## src/rtl/gf64_pow_seq.sv

```systemverilog
// Constant-time square-and-multiply exponentiator over GF(2^6) behind a valid/ready stream.
// Computes x^EXP_FWD or x^EXP_INV in 6 update cycles; the result is held in DONE until out_ready.
module gf64_pow_seq #(
   parameter logic [6:0] POLY    = 7'h43,
   parameter logic [5:0] EXP_INV = 6'd40,
   parameter logic [5:0] EXP_FWD = 6'd52
) (
   input  logic       clk,
   input  logic       rst_n,
   input  logic       in_valid,
   output logic       in_ready,
   input  logic [5:0] in_data,
   input  logic       in_fwd,
   output logic       out_valid,
   input  logic       out_ready,
   output logic [5:0] out_data,
   output logic       busy
);

   localparam logic [1:0] IDLE = 2'd0;
   localparam logic [1:0] BUSY = 2'd1;
   localparam logic [1:0] DONE = 2'd2;

   logic [1:0] state;
   logic [5:0] acc;
   logic [5:0] base;
   logic [5:0] exp_r;
   logic [2:0] cnt;

   logic [5:0] sq;
   logic [5:0] prod;
   logic [5:0] acc_nxt;

   function automatic logic [5:0] gf_reduce(input logic [10:0] p);
      logic [10:0] r;
      r = p;
      for (int i = 10; i >= 6; i--) begin
         if (r[i]) r = r ^ ({4'b0, POLY} << (i - 6));
      end
      return r[5:0];
   endfunction

   function automatic logic [5:0] gf_mul(input logic [5:0] a, input logic [5:0] b);
      logic [10:0] p;
      p = '0;
      for (int i = 0; i < 6; i++) begin
         if (b[i]) p = p ^ ({5'b0, a} << i);
      end
      return gf_reduce(p);
   endfunction

   // Squaring in characteristic 2 is linear: spread the bits, then reduce.
   function automatic logic [5:0] gf_sq(input logic [5:0] a);
      logic [10:0] p;
      p = '0;
      for (int i = 0; i < 6; i++) begin
         p[2*i] = a[i];
      end
      return gf_reduce(p);
   endfunction

   // The product is always evaluated; the exponent bit only steers the mux.
   always_comb begin
      sq      = gf_sq(acc);
      prod    = gf_mul(sq, base);
      acc_nxt = exp_r[cnt] ? prod : sq;
   end

   always_ff @(posedge clk) begin
      if (!rst_n) begin
         state <= IDLE;
         acc   <= '0;
         base  <= '0;
         exp_r <= '0;
         cnt   <= '0;
      end else begin
         case (state)
            IDLE: begin
               if (in_valid) begin
                  base  <= in_data;
                  exp_r <= in_fwd ? EXP_FWD : EXP_INV;
                  acc   <= 6'h01;
                  cnt   <= 3'd5;
                  state <= BUSY;
               end
            end
            BUSY: begin
               acc <= acc_nxt;
               if (cnt == 3'd0) state <= DONE;
               else             cnt   <= cnt - 3'd1;
            end
            DONE: begin
               if (out_ready) state <= IDLE;
            end
            default: state <= IDLE;
         endcase
      end
   end

   assign in_ready  = (state == IDLE);
   assign out_valid = (state == DONE);
   assign busy      = (state != IDLE);
   assign out_data  = (state == DONE) ? acc : 6'h00;

endmodule
```

## config.mk

```make
export PLATFORM = sky130hd
export DESIGN_NAME = gf64_pow_seq
export DESIGN_NICKNAME = d
export VERILOG_FILES = /design/src/rtl/gf64_pow_seq.sv
export SDC_FILE = /design/constraint.sdc
export NUM_CORES = 1
export LEC_CHECK = 0
export BUFFER_PORTS_ARGS = -buffer_cell sky130_fd_sc_hd__clkbuf_2
export CAP_MARGIN = 20
export CORE_AREA = 2 2 68 54
export CTS_CLUSTER_DIAMETER = 150
export DETAILED_ROUTE_END_ITERATION = 7
export DIE_AREA = 0 0 70 56
export PLACE_DENSITY = 0.74
export SLEW_MARGIN = 20
export SYNTH_ARGS = -nofsm -noshare
export SYNTH_HDL_FRONTEND = slang
export SYNTH_SLANG_ARGS = --single-unit
```

## constraint.sdc

```tcl
create_clock -name clk -period 3.2 [get_ports clk]
set_clock_uncertainty 0.1 [all_clocks]
set_input_delay 0 -clock clk [delete_from_list [all_inputs] [get_ports clk]]
set_output_delay 0 -clock clk [all_outputs]
set_load 0.02 [all_outputs]
```

==> impl_metrics.env <==
export IMPL_synth_seq_cells=20
export IMPL_clk_pin_slew_ps=70
export IMPL_cts_setup_buffers=0
export IMPL_p_sw_uw=194.3
export IMPL_cts_sinks=20
export IMPL_yosysMostFrequentCell="nand2_1"
export IMPL_hp_class="primary input to flop"
export IMPL_yosys_area_top_type="dfxtp_1"
export IMPL_die_w_um=70
export IMPL_syn_avg_cell_area_um2=7.928
export IMPL_placed_cell_area_um2=1785
export IMPL_synth_edf_count=0
export IMPL_clockBufferDepth=2
export IMPL_swShare_pct=30.63
export IMPL_yosys_warnings=0
export IMPL_coreArea_um2=3198
export IMPL_insertion_delay_ps=260
export IMPL_finalSetupTns_ps=0
export IMPL_grt_first_pass_wirelength_mm=6.665
export IMPL_antennaDiodeCount=0
export IMPL_drv_cap=0
export IMPL_arrival_ps=2370
export IMPL_grt_overflow=0
export IMPL_start_kind="flop"
export IMPL_max_freq_mhz=440.6
export IMPL_grtUsageTotal_pct=21.06
export IMPL_cts_resized_gates=0
export IMPL_synth_distinct_cells=47
export IMPL_post_route_period_util_pct=70.93
export IMPL_wl_per_cell_um=14.36
export IMPL_design_die_area_um2=3920
export IMPL_synth_nets=230
export IMPL_grt_max_degree=23
export IMPL_gp_congestion=0.8048
export IMPL_clockRootBuffer="clkbuf_8"
export IMPL_peakVddDrop_mv=0.3045
export IMPL_start_util_pct=53.79
export IMPL_row_count=18
export IMPL_drt_iter0_markers=97
export IMPL_grt_pass1_vias=1310
export IMPL_postLayoutCellArea_um2=1921
export IMPL_drive_gt1_share_pct=16.02
export IMPL_seqPwrFrac_pct=47.7
export IMPL_io_buffers=19
export IMPL_hold_viol_final=0
export IMPL_netlist_area_um2=1720
export IMPL_hold_buffers=8
export IMPL_final_setup_viol_count=0
export IMPL_slew_headroom_pct=59.04
export IMPL_netlist_area_leader_share_pct=23.27
export IMPL_synthArstFlopShare_pct=0
export IMPL_leakage_uw=0.0007722
export IMPL_synthFlopType="dfxtp_1"
export IMPL_tightest_slew_ps=613.5
export IMPL_required_ps=3300
export IMPL_rsz0062_at_grt="no"
export IMPL_slew_violations=0
export IMPL_setup_worst_path_end_class="flop"
export IMPL_num_io_pins=20
export IMPL_synth_area_top_cells="dfxtp_1 (23%), nand2_1 (8.9%), xnor2_1 (7.1%)"
export IMPL_outcome="finished, final reports clean"
export IMPL_power_density_nw_per_um2=330.3
export IMPL_dr_total_vias=1525
export IMPL_grt_antenna_before_repair=0
export IMPL_firstDrtPassIters=4
export IMPL_via_per_inst=5.627
export IMPL_die_height_um=56
export IMPL_syn2layout_area_growth_pct=11.64
export IMPL_hpwl_mm=2.723
export IMPL_fin_crit_ps=2270
export IMPL_routed_wl_mm=3.891
export IMPL_netlist_instances=217
export IMPL_r2r_slack_ps=930
export IMPL_cts_htree_levels=1
export IMPL_post_route_drc_count=0
export IMPL_critical_path_class="flop to flop"
export IMPL_p_clk_share_pct=30.5
export IMPL_intPower_uw=440.1
export IMPL_cts_tree="done"
export IMPL_crit_fanout=18
export IMPL_ant_nets=0
export IMPL_layout_nets=245
export IMPL_cts_made_buffers=3
export IMPL_synth_top_cells_by_count="nand2_1 (41), dfxtp_1 (20), xnor2_1 (14)"
export IMPL_power_frac_comb_pct=21.8
export IMPL_seq_area_frac_synth_pct=23.27
-- power groups by stage --
| stage | combinational, uW | sequential [uW] | clock [uW] |
|---|---|---|---|
| 2_1_floorplan | 117 | 285 | 0 |
| 3_3_place_gp | 127 | 307 | 0 |
| 3_5_place_dp | 130 | 307 | 0 |
| 4_1_cts | 138 | 302 | 197 |
| 5_1_grt | 154 | 308 | 213 |
| 6_report | 138 | 303 | 193 |
-- final timing paths --
check / start / to / cells past startpoint
setup reg to reg: base[5] / acc[0] / 6
setup / recovery: base[5] / acc[0] / 6
hold / removal: rst_n / acc[1] / 3
hold reg to reg: exp_r[5] / exp_r[5] / 1
-- critical path: stages (launching register included) --
cell and delay (ps):
dfxtp_1 690, nand2_1 140, xnor3_1 350, xnor3_2 450, nor3_1 60, a221o_1 290
a21oi_2 130
-- layer usage --
layer	share of wire [%]	GRT usage, %	vias up	routed length, um
met5	0	0	-	0
met4	0	1.099	0	0
met3	4.8	4.348	0	185
met2	44	29.93	43	1707
met1	51	33.70	705	1998
li1	-	-	777	-
-- state kept, by name, summed over array words and instances, names as in the netlist --
name	flops
base	6
state	2
exp_r	3
acc	6
cnt	3
-- cell type report --
type	instances	area, um^2
Fill cell	307	1277
Multi-Input combinational cell	174	1217
Sequential cell	20	400.4
Timing Repair Buffer	27	175.2
Clock buffer	4	55.05
Tap cell	40	50.05
Inverter	6	22.52
-- placed cells by master, fill, tap and decap left out, types with 8 or more instances in the layout --
master / netlist / layout
a21boi_0: 8 / 8
and2_1: 11 / 11
clkbuf_2: 0 / 19
dfxtp_1: 20 / 20
dlygate4sd3_1: 0 / 8
mux2_2: 8 / 8
nand2_1: 41 / 41
nand2b_1: 10 / 10
o21ai_0: 11 / 11
xnor2_1: 14 / 14
-- cell families after synthesis --
family                   count (synthesis)  synth area share, %
AO/OA/AOI/OAI                           53                22.18
AND/OR/NAND/NOR                         86                26.18
buffers and inverters                   23                5.964
multiplexers                             9                5.818
flip-flops                              20                23.27
adder cells (fa/ha/maj)                  2                1.454
XOR/XNOR                                24                15.13
-- through the flow --
stage	setup slack (ps)	power, uW	hold slack [ps]	utilization (%)	std cells
6_report	930.3	634.4	103.4	60.05	271
5_1_grt	804.2	674.7	138.1	60.05	271
4_1_cts	931.8	636.7	119.9	60.05	271
3_5_place_dp	962.3	437.2	109.2	55.83	259
3_3_place_gp	1001	433.6	91.10	55.83	259
2_1_floorplan	1334	402.1	-9.956	-	217
Note: power is estimated with default switching activity, not from simulation.
